[src/rtl/lcd_w_shifter.sv]
// rtl/lcd_w_shifter.sv - LCD digit staging: W' shift register with PLA decode, copied to W by TW/PTW.
module lcd_w_shifter #(
  parameter int W_LENGTH  = 9,
  parameter int SERIAL_TW = 1
) (
  input  logic                    clk,
  input  logic                    reset,
  input  logic                    op_valid,
  output logic                    op_ready,
  input  logic [2:0]              op,
  input  logic [3:0]              acc,
  input  logic                    lcd_cn,
  input  logic                    m_prime,
  output logic [4*W_LENGTH-1:0]   w_prime,
  output logic [4*W_LENGTH-1:0]   w_main,
  output logic                    busy,
  output logic                    tw_done
);

  localparam int IDX_W = (W_LENGTH > 1) ? $clog2(W_LENGTH) : 1;
  localparam logic [IDX_W-1:0] IDX_LAST = IDX_W'(W_LENGTH - 1);

  localparam logic [2:0] OP_WR   = 3'd1;
  localparam logic [2:0] OP_WS   = 3'd2;
  localparam logic [2:0] OP_DTW  = 3'd3;
  localparam logic [2:0] OP_PDTW = 3'd4;
  localparam logic [2:0] OP_TW   = 3'd5;
  localparam logic [2:0] OP_PTW  = 3'd6;
  localparam logic [2:0] OP_CLR  = 3'd7;

  // Segment decode PLA; entry k lives at bits [4k+3:4k], index is {lcd_cn, acc}.
  localparam logic [127:0] PLA_TABLE = {
    4'h0, 4'h4, 4'hE, 4'hD, 4'h0, 4'h4, 4'hF, 4'hF,
    4'hB, 4'hE, 4'hE, 4'hD, 4'hF, 4'h7, 4'h9, 4'hB,
    4'h2, 4'h2, 4'hA, 4'h2, 4'h0, 4'h0, 4'hA, 4'hE,
    4'h2, 4'hE, 4'hA, 4'h2, 4'h8, 4'hC, 4'h0, 4'hE
  };

  typedef enum logic {IDLE, COPY} state_t;

  state_t           state_q;
  logic [IDX_W-1:0] idx_q;
  logic             tw_done_q;
  logic [3:0]       wp_q   [W_LENGTH];
  logic [3:0]       wp_d   [W_LENGTH];
  logic [3:0]       wm_q   [W_LENGTH];
  logic [3:0]       cbuf_q [W_LENGTH];

  logic       accept;
  logic [6:0] pla_bit;
  logic [3:0] digit;
  logic       shift_en;
  logic [3:0] shift_v;

  assign busy     = (state_q == COPY);
  assign op_ready = ~busy;
  assign tw_done  = tw_done_q;
  assign accept   = op_valid & op_ready;
  assign pla_bit  = {lcd_cn, acc, 2'b00};
  // The m' OR only applies to the low half of the PLA.
  assign digit    = PLA_TABLE[pla_bit +: 4] | {3'b000, ~lcd_cn & m_prime};

  always_comb begin
    wp_d     = wp_q;
    shift_en = 1'b0;
    shift_v  = 4'h0;
    if (accept) begin
      case (op)
        OP_WR:   begin shift_en = 1'b1; shift_v = acc & 4'h7; end
        OP_WS:   begin shift_en = 1'b1; shift_v = acc | 4'h8; end
        OP_DTW:  begin shift_en = 1'b1; shift_v = digit;      end
        OP_PDTW: begin
          wp_d[W_LENGTH-2] = wp_q[W_LENGTH-1];
          wp_d[W_LENGTH-1] = digit;
        end
        OP_CLR:  begin
          for (int i = 0; i < W_LENGTH; i++) wp_d[i] = 4'h0;
        end
        default: ;
      endcase
    end
    if (shift_en) begin
      for (int i = 0; i < W_LENGTH - 1; i++) wp_d[i] = wp_q[i+1];
      wp_d[W_LENGTH-1] = shift_v;
    end
  end

  always_ff @(posedge clk) begin
    if (reset) begin
      state_q   <= IDLE;
      idx_q     <= '0;
      tw_done_q <= 1'b0;
      for (int i = 0; i < W_LENGTH; i++) begin
        wp_q[i]   <= 4'h0;
        wm_q[i]   <= 4'h0;
        cbuf_q[i] <= 4'h0;
      end
    end else begin
      wp_q      <= wp_d;
      tw_done_q <= 1'b0;
      case (state_q)
        IDLE: begin
          if (accept && op == OP_PTW) begin
            wm_q[W_LENGTH-2] <= wp_q[W_LENGTH-2];
            wm_q[W_LENGTH-1] <= wp_q[W_LENGTH-1];
          end
          if (accept && op == OP_TW) begin
            if (SERIAL_TW != 0) begin
              cbuf_q  <= wp_q;
              idx_q   <= '0;
              state_q <= COPY;
            end else begin
              wm_q      <= wp_q;
              tw_done_q <= 1'b1;
            end
          end
        end
        COPY: begin
          wm_q[idx_q] <= cbuf_q[idx_q];
          if (idx_q == IDX_LAST) begin
            idx_q     <= '0;
            state_q   <= IDLE;
            tw_done_q <= 1'b1;
          end else begin
            idx_q <= idx_q + 1'b1;
          end
        end
        default: state_q <= IDLE;
      endcase
    end
  end

  always_comb begin
    w_prime = '0;
    w_main  = '0;
    for (int i = 0; i < W_LENGTH; i++) begin
      w_prime[4*i +: 4] = wp_q[i];
      w_main[4*i +: 4]  = wm_q[i];
    end
  end

endmodule

[config.mk]
export PLATFORM = sky130hd
export DESIGN_NAME = lcd_w_shifter
export DESIGN_NICKNAME = d
export VERILOG_FILES = /design/src/rtl/lcd_w_shifter.sv
export SDC_FILE = /design/constraint.sdc
export NUM_CORES = 1
export LEC_CHECK = 0
export ABC_CLOCK_PERIOD_IN_PS = 2550
export CAP_MARGIN = 30
export CORE_MARGIN = 1
export CORE_UTILIZATION = 65
export CTS_CLUSTER_SIZE = 14
export DETAILED_ROUTE_END_ITERATION = 6
export DONT_BUFFER_PORTS = 1
export PLACE_DENSITY_LB_ADDON = 0.05
export SYNTH_ARGS = -nofsm -noshare
export SYNTH_HDL_FRONTEND = slang
export SYNTH_SLANG_ARGS = --single-unit
[constraint.sdc]
create_clock -name clk -period 2.55 [get_ports clk]
set_input_delay 0.3825 -clock clk [delete_from_list [all_inputs] [get_ports clk]]
set_output_delay 0.3825 -clock clk [all_outputs]
set_load 0.005 [all_outputs]
=== Yosys cells after proc, flatten, opt, wreduce, memory -nomap -nowiden ===
Index checks and enable logic that the tools add are counted.

* Add/subtract/negate cells: 1
* $lt $le $gt $ge: 2
* Eq/ne operators: 10
* Shift-type cells: 1
* Mux-type cells: 24
* Bitwise gates (word level): 6
* Reductions and logical operators: 10

{| class="wikitable"
|+ Operators by type and width
! kind !! count
|-
| indexed part select 128 x 8 -> 4 bit (first input constant) || 1
|-
| 2-to-1 mux 36 bit || 2
|-
| one-hot mux 36 bit (2 select lines) || 1
|-
| bitwise mux 36 bit || 1
|-
| 2-to-1 mux 28 bit || 1
|-
| 2-to-1 mux 4 bit || 6
|-
| binary-select mux 4 bit (select 4 bit) || 1
|-
| demux 4 bit (select 4 bit) || 1
|-
| one-hot mux 8 bit (2 select lines) || 1
|-
| == test 3 bit (second input constant) || 4
|-
| one-hot mux 4 bit (3 select lines) || 1
|-
| 2-to-1 mux 8 bit || 1
|-
| one-hot mux 4 bit (2 select lines) || 1
|-
| == test 3 x 2 -> 1 bit (second input constant) || 2
|-
| AND reduction 2 bit || 3
|-
| greater-or-equal comparator 5 bit (second input constant) || 1
|-
| < comparator 5 x 1 -> 1 bit (second input constant) || 1
|-
| 2-to-1 mux 1 bit || 5
|-
| NOT 4 -> 5 bit || 1
|-
| adder 4 x 1 -> 4 bit (second input constant) || 1
|-
| == test 4 bit (second input constant) || 1
|-
| inequality test 2 x 1 -> 1 bit (second input constant) || 2
|-
| bitwise OR 4 x 1 -> 4 bit || 1
|-
| one-hot mux 1 bit (2 select lines) || 2
|-
| other kinds (7) || 12
|}

* Register bits: 114
* Bits of input ports: 12
* Output and inout port bits: 75
* Word-level logic and storage cells: 84

=== Longest topological paths before layout ===
Gate-level depths: netlist of run 1.

* Depth in word-level cells: 7
* Depth in mapped cells: 8
* Depth with buffers taken out: 7

=== Worst setup path after synthesis of run 1 ===
No wires, ideal clock.

* Path type: register to register
* Start: register idx_q[1]
* End: register wm_q (netlist bit w_main[34])
* Data arrival time: 1.449 ns
* Required time: 2.475 ns
* Path slack: 1.026 ns
* Cell stages (with the launch flop): 8
* Buffers on the path: 1
* Clock period less this slack: 1.524 ns
* Cell sequence: dfxtp_1 buf_2 inv_1 ha_1 nand4b_1 nor2b_1 a22oi_1 o22ai_1

* Word-level cells in the longest chain between the ends: 7

{| class="wikitable"
|+ Ends and longest elaborated chain
! what !! RTL line !! RTL
|-
| start, declared || 42 || <nowiki>logic [IDX_W-1:0] idx_q;</nowiki>
|-
| start signal, assigned || 125 || <nowiki>idx_q <= idx_q + 1'b1;</nowiki>
|-
| NOT 4 -> 5 bit (implied by the code) (*) || 119 || <nowiki>wm_q[idx_q] <= cbuf_q[idx_q];</nowiki>
|-
| greater-or-equal comparator 5 bit (implied by the code) or < comparator 5 x 1 -> 1 bit (tied branches) || 119 ||
|-
| logical AND 1 bit (implied by the code) || 119 ||
|-
| 2-to-1 mux 4 bit (implied by the code) || 119 ||
|-
| demux 4 bit (select 4 bit) || 119 ||
|-
| bitwise mux 36 bit (*) || 119 ||
|-
| one-hot mux 36 bit (2 select lines) (*) || 101 || <nowiki>case (state_q)</nowiki>
|-
| end signal, assigned by index || 104 || <nowiki>wm_q[W_LENGTH-2] <= wp_q[W_LENGTH-2];</nowiki>
|-
| end signal, assigned by index || 105 || <nowiki>wm_q[W_LENGTH-1] <= wp_q[W_LENGTH-1];</nowiki>
|-
| end signal, assigned by index || 119 ||
|-
| end, declared || 46 || <nowiki>logic [3:0] wm_q [W_LENGTH];</nowiki>
|}

Mark *: on every way between the ends. The rest lies on a longest branch, timed or not. The select of a mux whose other input is x is not followed.
A chain may end at the register's enable or synchronous reset.

=== Worst setup path in the final report of run 1 ===
* Start: register idx_q[2]
* End: register wm_q (netlist bit w_main[12])

The elaborated chain is that of the path after synthesis.

==> results of run 1 <==
==> area by class of cell <==
| type | instances | area share, % |
|---|---|---|
| flip-flops and latches | 114 | 41.5 |
| clock buffers | 17 | 7.53 |
| multi-input cells | 423 | 44.8 |
| clock inverters | 15 | 2.02 |
| well taps | 99 | 2.25 |
| repair buffers | 7 | 1.32 |
| inverters | 8 | 0.546 |
==> per-layer routing <==
layer  vias to the layer above  track usage [%]  share of wire [%]
met3                        27             8.29                7.7
met2                       197             49.1                 48
met4                         0             12.5                1.8
met1                      1998             38.3                 42
met5                         -                0                  0
li1                       2042                -                  -
==> through the flow <==
step,cell area [sq um],power (mW)
after floorplan,5040,2.02
final,5500,4.06
after detailed placement,4950,2.01
after CTS,5500,4.07
after global routing,5500,4.18
after global placement,4950,2.00
==> Yosys cell counts (all sizes together), types with 3 or more instances <==
library cell / n
o221ai: 3
o31ai: 4
a21oi: 57
inv: 8
nor3: 5
nand2: 92
o22ai: 37
or2: 4
a22oi: 32
buf: 29
or3: 8
nand2b: 35
mux2i: 17
nor2b: 7
a211oi: 5
dfxtp: 114
ha: 10
nor2: 55
clkbuf: 16
o21ai: 16
nand3: 13
==> flip-flops by register name, summed over array words and instances (netlist names) <==
name	flops
cbuf_q	36
w_main	36
idx_q	4
w_prime	36
tw_done	1
busy	1
==> where the power goes <==
part           leakage (nW)  total (mW)  switching [mW]  internal (mW)
clock                 0.251        2.07           0.873           1.20
combinational         0.684       0.174           0.110         0.0637
sequential            0.919        1.82          0.0245           1.79
total                  1.85        4.06            1.01           3.05
==> worst max-delay path: stages, from the launching register on <==
cell and delay (ps):
dfxtp_1 740, nand2b_1 480, o221ai_1 320, nand3_2 290, o22ai_1 260
==> final timing paths <==
check                                    to  slack, ps  cells after the start
worst max-delay path             w_main[12]        380                      4
worst min-delay path            w_prime[35]         30                      2
worst max register to register   w_main[12]        380                      4
worst min register to register    cbuf_q[6]        450                      2
==> cell families after synthesis <==
family	synth area share [%]
mux	3.82
fa+ha+maj	2.48
simple gates	21.2
compound gates	21.4
flops	45.3
buf+inv	5.78
==> results.md, run 1 <==
- Synth Flop Type: dfxtp_1
- Layout cell share with drive strength beyond 1: between 9 and 10%
- Vias: 4,264
- Worst-path clk slew: 60 ps
- Worst Skew: 6.63 ps
- Cts hold-fix bufs: 1
- Worst VDD drop: 0.487 mV
- Hold crit path type: in2reg
- Critical path origin: idx_q[2]
- Initial drt markers: ~270
- Critical path endpoint category: register
- Diode count: 0
- Total of cells resized after clock tree synthesis: 0
- Crit path DAT: 2610 ps
- Routed wire length: 12,000 microns
- Number of distinct library cells after synthesis: 51
- Post-synthesis net count: 612
- Final hold violation count: 0
- Reg area: 2280 sq um
- Most common cell after layout, fill and taps aside: dfxtp_1
- Outcome: complete, no violations
- Post-route ant nets: 0
- Via density per instance: 6.24
- Wirelength per Cell: around 17 microns
- Crit path required time: between 2000 and 3000 ps
- Num CTS Buffers: 17
- Worst Hold Slack: 33.2 ps
- Post-CTS Setup Bufs: 0
- Worst-Margin Slew: 1010 ps
- Crit start category: register
- CTS tree: done
- Crit Path Class: reg2reg
- Synth area leader: dfxtp_1
- Mean Syn Cell Area: around 8.5 sq um
- Share of Yosys cell area claimed by the top area cell type: 45.3%
- Highest Clock Rate: 461 MHz
- IO Count: 87
- Static leakage: 1.85 nW
- Synth Warn #: 0
- Vias in the first global route: ~4,100
- Port bufs: 0
- First-pass DRT Iterations: 5
- Yosys reg bits: 114
- Fin crit share: around 85%
- Dpl hpwl: approximately 7600 microns
- DIE WIDTH: 90.1 microns
- Reg-to-Reg Start: idx_q[2]
- Worst skew pair latency: 520 ps
- Pins Over Slew Limit: 0
- HP Start: reset
- Clk buf depth: 2
- Max FO, Critical Path: 19
- Filler instances: 556
- RSZ-0062 raised after global routing: false
- Setup violators final: 0
- Ys async rst share: 0%
- Die area: 8110 sq um
- Final setup margin: 381 ps
- Post-synth EDFFs: 0
- Sequential area share after synthesis: 45.3%
- GRT overflow: 0
- Mapped Cells: between 500 and 600
- Area occupied by multi-input gates: 2470 sq um
- Most frequent cells in the layout: dfxtp_1, nand2_1, a21oi_1
- Final GP Congestion: approximately 0.8
- Pre-CTS WS: 473 ps
- DIE HEIGHT: 90.1 microns
- Fin crit period: 2170 ps
- Largest net degree at the start of global routing: 83
- Nets: 593
- Power per Cell Area: about 740 nW/um^2
- Gr usage total: 30.4%
- Core ar.: 7370 sq um
- Relative slew slack: 32.3%
- Post-Layout Cell Count: 683
- Area grow syn2layout: 9.13%
- Antenna violations before repair: 0
- Global-route wire length before repair: 19,800 microns
- Final core occ: 74.7%
- DRC Markers: 0
- Reported max-cap violation count: 0
- Inst Count DP: 650
- H-Tree Depth: 4
- Clk root buf: clkbuf_8
- Initial Utilization: 68.4%
- Core Rows: 31
- Setup TNS: 0 ps
- CTS Sinks: between 100 and 150
- Synth top area cells: dfxtp_1, nand2_1, a21oi_1
- Post-synthesis cell area: 5040 sq um
No activity file was read; power rests on OpenSTA's default activity.
==> run 2, diff against run 1 <==
--- a/config.mk
+++ b/config.mk
@@ -13,6 +13,7 @@
 export DETAILED_ROUTE_END_ITERATION = 6
 export DONT_BUFFER_PORTS = 1
 export PLACE_DENSITY_LB_ADDON = 0.05
+export RECOVER_POWER = 25
 export SYNTH_ARGS = -nofsm -noshare
 export SYNTH_HDL_FRONTEND = slang
 export SYNTH_SLANG_ARGS = --single-unit
==> results of run 2 <==
Same layout as run 1: the final DEF is identical, and so are final timing and power.
==> run 3, diff against run 2 <==
--- a/config.mk
+++ b/config.mk
@@ -9,11 +9,12 @@
 export CAP_MARGIN = 30
 export CORE_MARGIN = 1
 export CORE_UTILIZATION = 65
-export CTS_CLUSTER_SIZE = 14
+export CTS_CLUSTER_SIZE = 8
 export DETAILED_ROUTE_END_ITERATION = 6
 export DONT_BUFFER_PORTS = 1
 export PLACE_DENSITY_LB_ADDON = 0.05
 export RECOVER_POWER = 25
+export SLEW_MARGIN = 20
 export SYNTH_ARGS = -nofsm -noshare
 export SYNTH_HDL_FRONTEND = slang
 export SYNTH_SLANG_ARGS = --single-unit
==> run 3 against run 2 <==
  * Clock skew decreased by 1.0 ps
  * Fmax decreased by 0.13%
  * Clock-buffer cell count unchanged
  * Final area increased by 0.20%
  * Critical path depth unchanged
==> results.md, run 3 (synthesized netlist as in run 1, its figures left out) <==
- Outcome: complete, no violations
- Critical path endpoint category: register
- Initial Utilization: 68.4% (unchanged)
- Final hold violation count: 0 (unchanged)
- Crit path required time: 2990 ps (about the same)
- Gr usage total: 30.4% (unchanged)
- Power per Cell Area: 738 nW/um^2 (about the same)
- Static leakage: 1.86 nW (+0.33%)
- Max FO, Critical Path: 19 (unchanged)
- Die area: 8110 sq um (unchanged)
- Wirelength per Cell: 17.5 microns (-0.19%)
- Final GP Congestion: 0.820 (unchanged)
- Via density per instance: 6.26 (+0.35%)
- Diode count: 0 (unchanged)
- Crit-path slowest cell: dfxtp_1
- Overall power: 4.07 mW (+0.19%)
- Fin crit share: 85.2% (+0.11 points)
- Pins Over Slew Limit: 0 (unchanged)
- H-Tree Depth: 4 (unchanged)
- Num CTS Buffers: 17 (unchanged)
- Dpl hpwl: 7560 microns (unchanged)
- Crit path DAT: 2610 ps (about the same)
- Worst Hold Slack: 31.1 ps (-2.07 ps)
- Internal power: 3.06 mW (about the same)
- Initial drt markers: 283 (+4.0%)
- Global-route wire length before repair: 19,800 microns (unchanged)
- Switching share of total power: 24.9% (+0.10 points)
- Clk root buf: clkbuf_8
- Relative slew slack: 56.6% (+24 points)
- Clk buf depth: 2 (unchanged)
- Crit start category: register
- Worst skew pair latency: 520 ps (about the same)
- Clock Power Share: 51.0% (about the same)
- CTS Sinks: 114 (unchanged)
- Worst-path clk slew: 60 ps (about the same)
- Fin area: 5510 sq um (+0.20%)
- Crit-path max cell delay: 730 ps (about the same)
- Highest Clock Rate: 460 MHz (-0.13%)
- Core Rows: 31 (unchanged)
- NetSw: 1.01 mW (+0.61%)
- Worst-Margin Slew: 650 ps (-363 ps)
- Worst reg2reg path endpoint: w_main[12]
- Vias: 4,285 (+0.49%)
- Final setup margin: 378 ps (-2.91 ps)
- Most common cell after layout, fill and taps aside: dfxtp_1
- Share of power burned in registers: 44.7% (about the same)
- Nets: 594 (+0.17%)
- Layout cell share with drive strength beyond 1: 10.1% (+0.15 points)
- Most frequent cells in the layout: dfxtp_1, nand2_1, a21oi_1
- Setup TNS: 0 ps (unchanged)
- Post-Layout Cell Count: 684 (+0.15%)
- Core ar.: 7370 sq um (unchanged)
- Post-DP Area: 4950 sq um (unchanged)
- Cts hold-fix bufs: 1 (unchanged)
- Inst Count DP: 650 (unchanged)
- Pre-CTS WS: 473 ps (unchanged)
- Largest net degree at the start of global routing: 83 (unchanged)
- Reported max-cap violation count: 0 (unchanged)
- Routed wire length: 11,900 microns (about the same)
- Port bufs: 0 (unchanged)
- First-pass DRT Iterations: 5 (unchanged)
- Total of cells resized after clock tree synthesis: 0 (unchanged)
- Worst Skew: 5.61 ps (-1.02 ps)
- Reg2reg path depth: 4 (unchanged)
- Vias in the first global route: 4,066 (unchanged)
- Antenna violations before repair: 0 (unchanged)
- Worst VDD drop: 0.487 mV (+0.10%)
- Critical path origin: idx_q[2]
- DRC Markers: 0 (unchanged)
- Setup violators final: 0 (unchanged)
- DIE WIDTH: 90.1 microns (unchanged)
- Hold crit path type: in2reg
- Post-CTS Setup Bufs: 0 (unchanged)
- GRT overflow: 0 (unchanged)
- Final core occ: 74.8% (+0.15 points)
- Area grow syn2layout: 9.36%
- Combinational power share: 4.3% (about the same)
- CP Cell Sequence: nand2b_1 -> o221ai_1 -> nand3_2 -> o22ai_1
- Fin crit period: 2170 ps (+2.91 ps)
- CTS tree: done
- RSZ-0062 raised after global routing: false
- IO Count: 87 (unchanged)
- Crit Path Class: reg2reg
- Reg-to-Reg Start: idx_q[2]
- Critical Path End: w_main[12]
- Post-route ant nets: 0 (unchanged)
- FF-to-FF setup slack: 380 ps (about the same)
- DIE HEIGHT: 90.1 microns (unchanged)
[run 3: cell types whose count changed in the layout (fill, tap and decap cells not counted)]
| cell | before | now |
|---|---|---|
| buf_6 | 0 | 1 |
[run 3: worst min path at each step]
stage	endpoint	slack [ps]	from	cells after the start
finish	w_prime[35]	30	reset	2
global route	w_prime[35]	20	reset	2
CTS	w_prime[35]	7	reset	2
detailed placement	cbuf_q[7]	440	cbuf_q[7]	2
global placement	cbuf_q[6]	440	cbuf_q[6]	2
floorplan	cbuf_q[14]	430	cbuf_q[14]	2
[run 3: power by group through the flow]
stage	logic, mW	clock network, mW	registers [mW]
after floorplan	0.170	0	1.85
after global placement	0.144	0	1.86
after detailed placement	0.148	0	1.86
after CTS	0.172	2.08	1.82
after global routing	0.194	2.16	1.82
final	0.175	2.07	1.82
[run 3: worst max-delay path, delay by kind of cell, from the launching register on]
kind,cells,cell delay [ps]
flops,1,730
simple gates,2,760
compound gates,2,600
[run 3: area by class of cell]
cell class	instances	area, sq um
repair buffers	8	83.8
clock inverters	15	111
fillers	554	1860
multi-input cells	423	2470
flip-flops and latches	114	2280
well taps	99	124
clock buffers	17	414
inverters	8	30.0
[run 3: routing by layer]
metal | GRT usage, % | part of all wire (%) | wire length, microns | vias up
li1 | - | - | - | 2041
met1 | 38.3 | 42 | 4990 | 2008
met2 | 49.1 | 49 | 5840 | 217
met3 | 8.29 | 7.9 | 945 | 19
met4 | 12.5 | 1.4 | 165 | 0
met5 | 0 | 0 | 0 | -
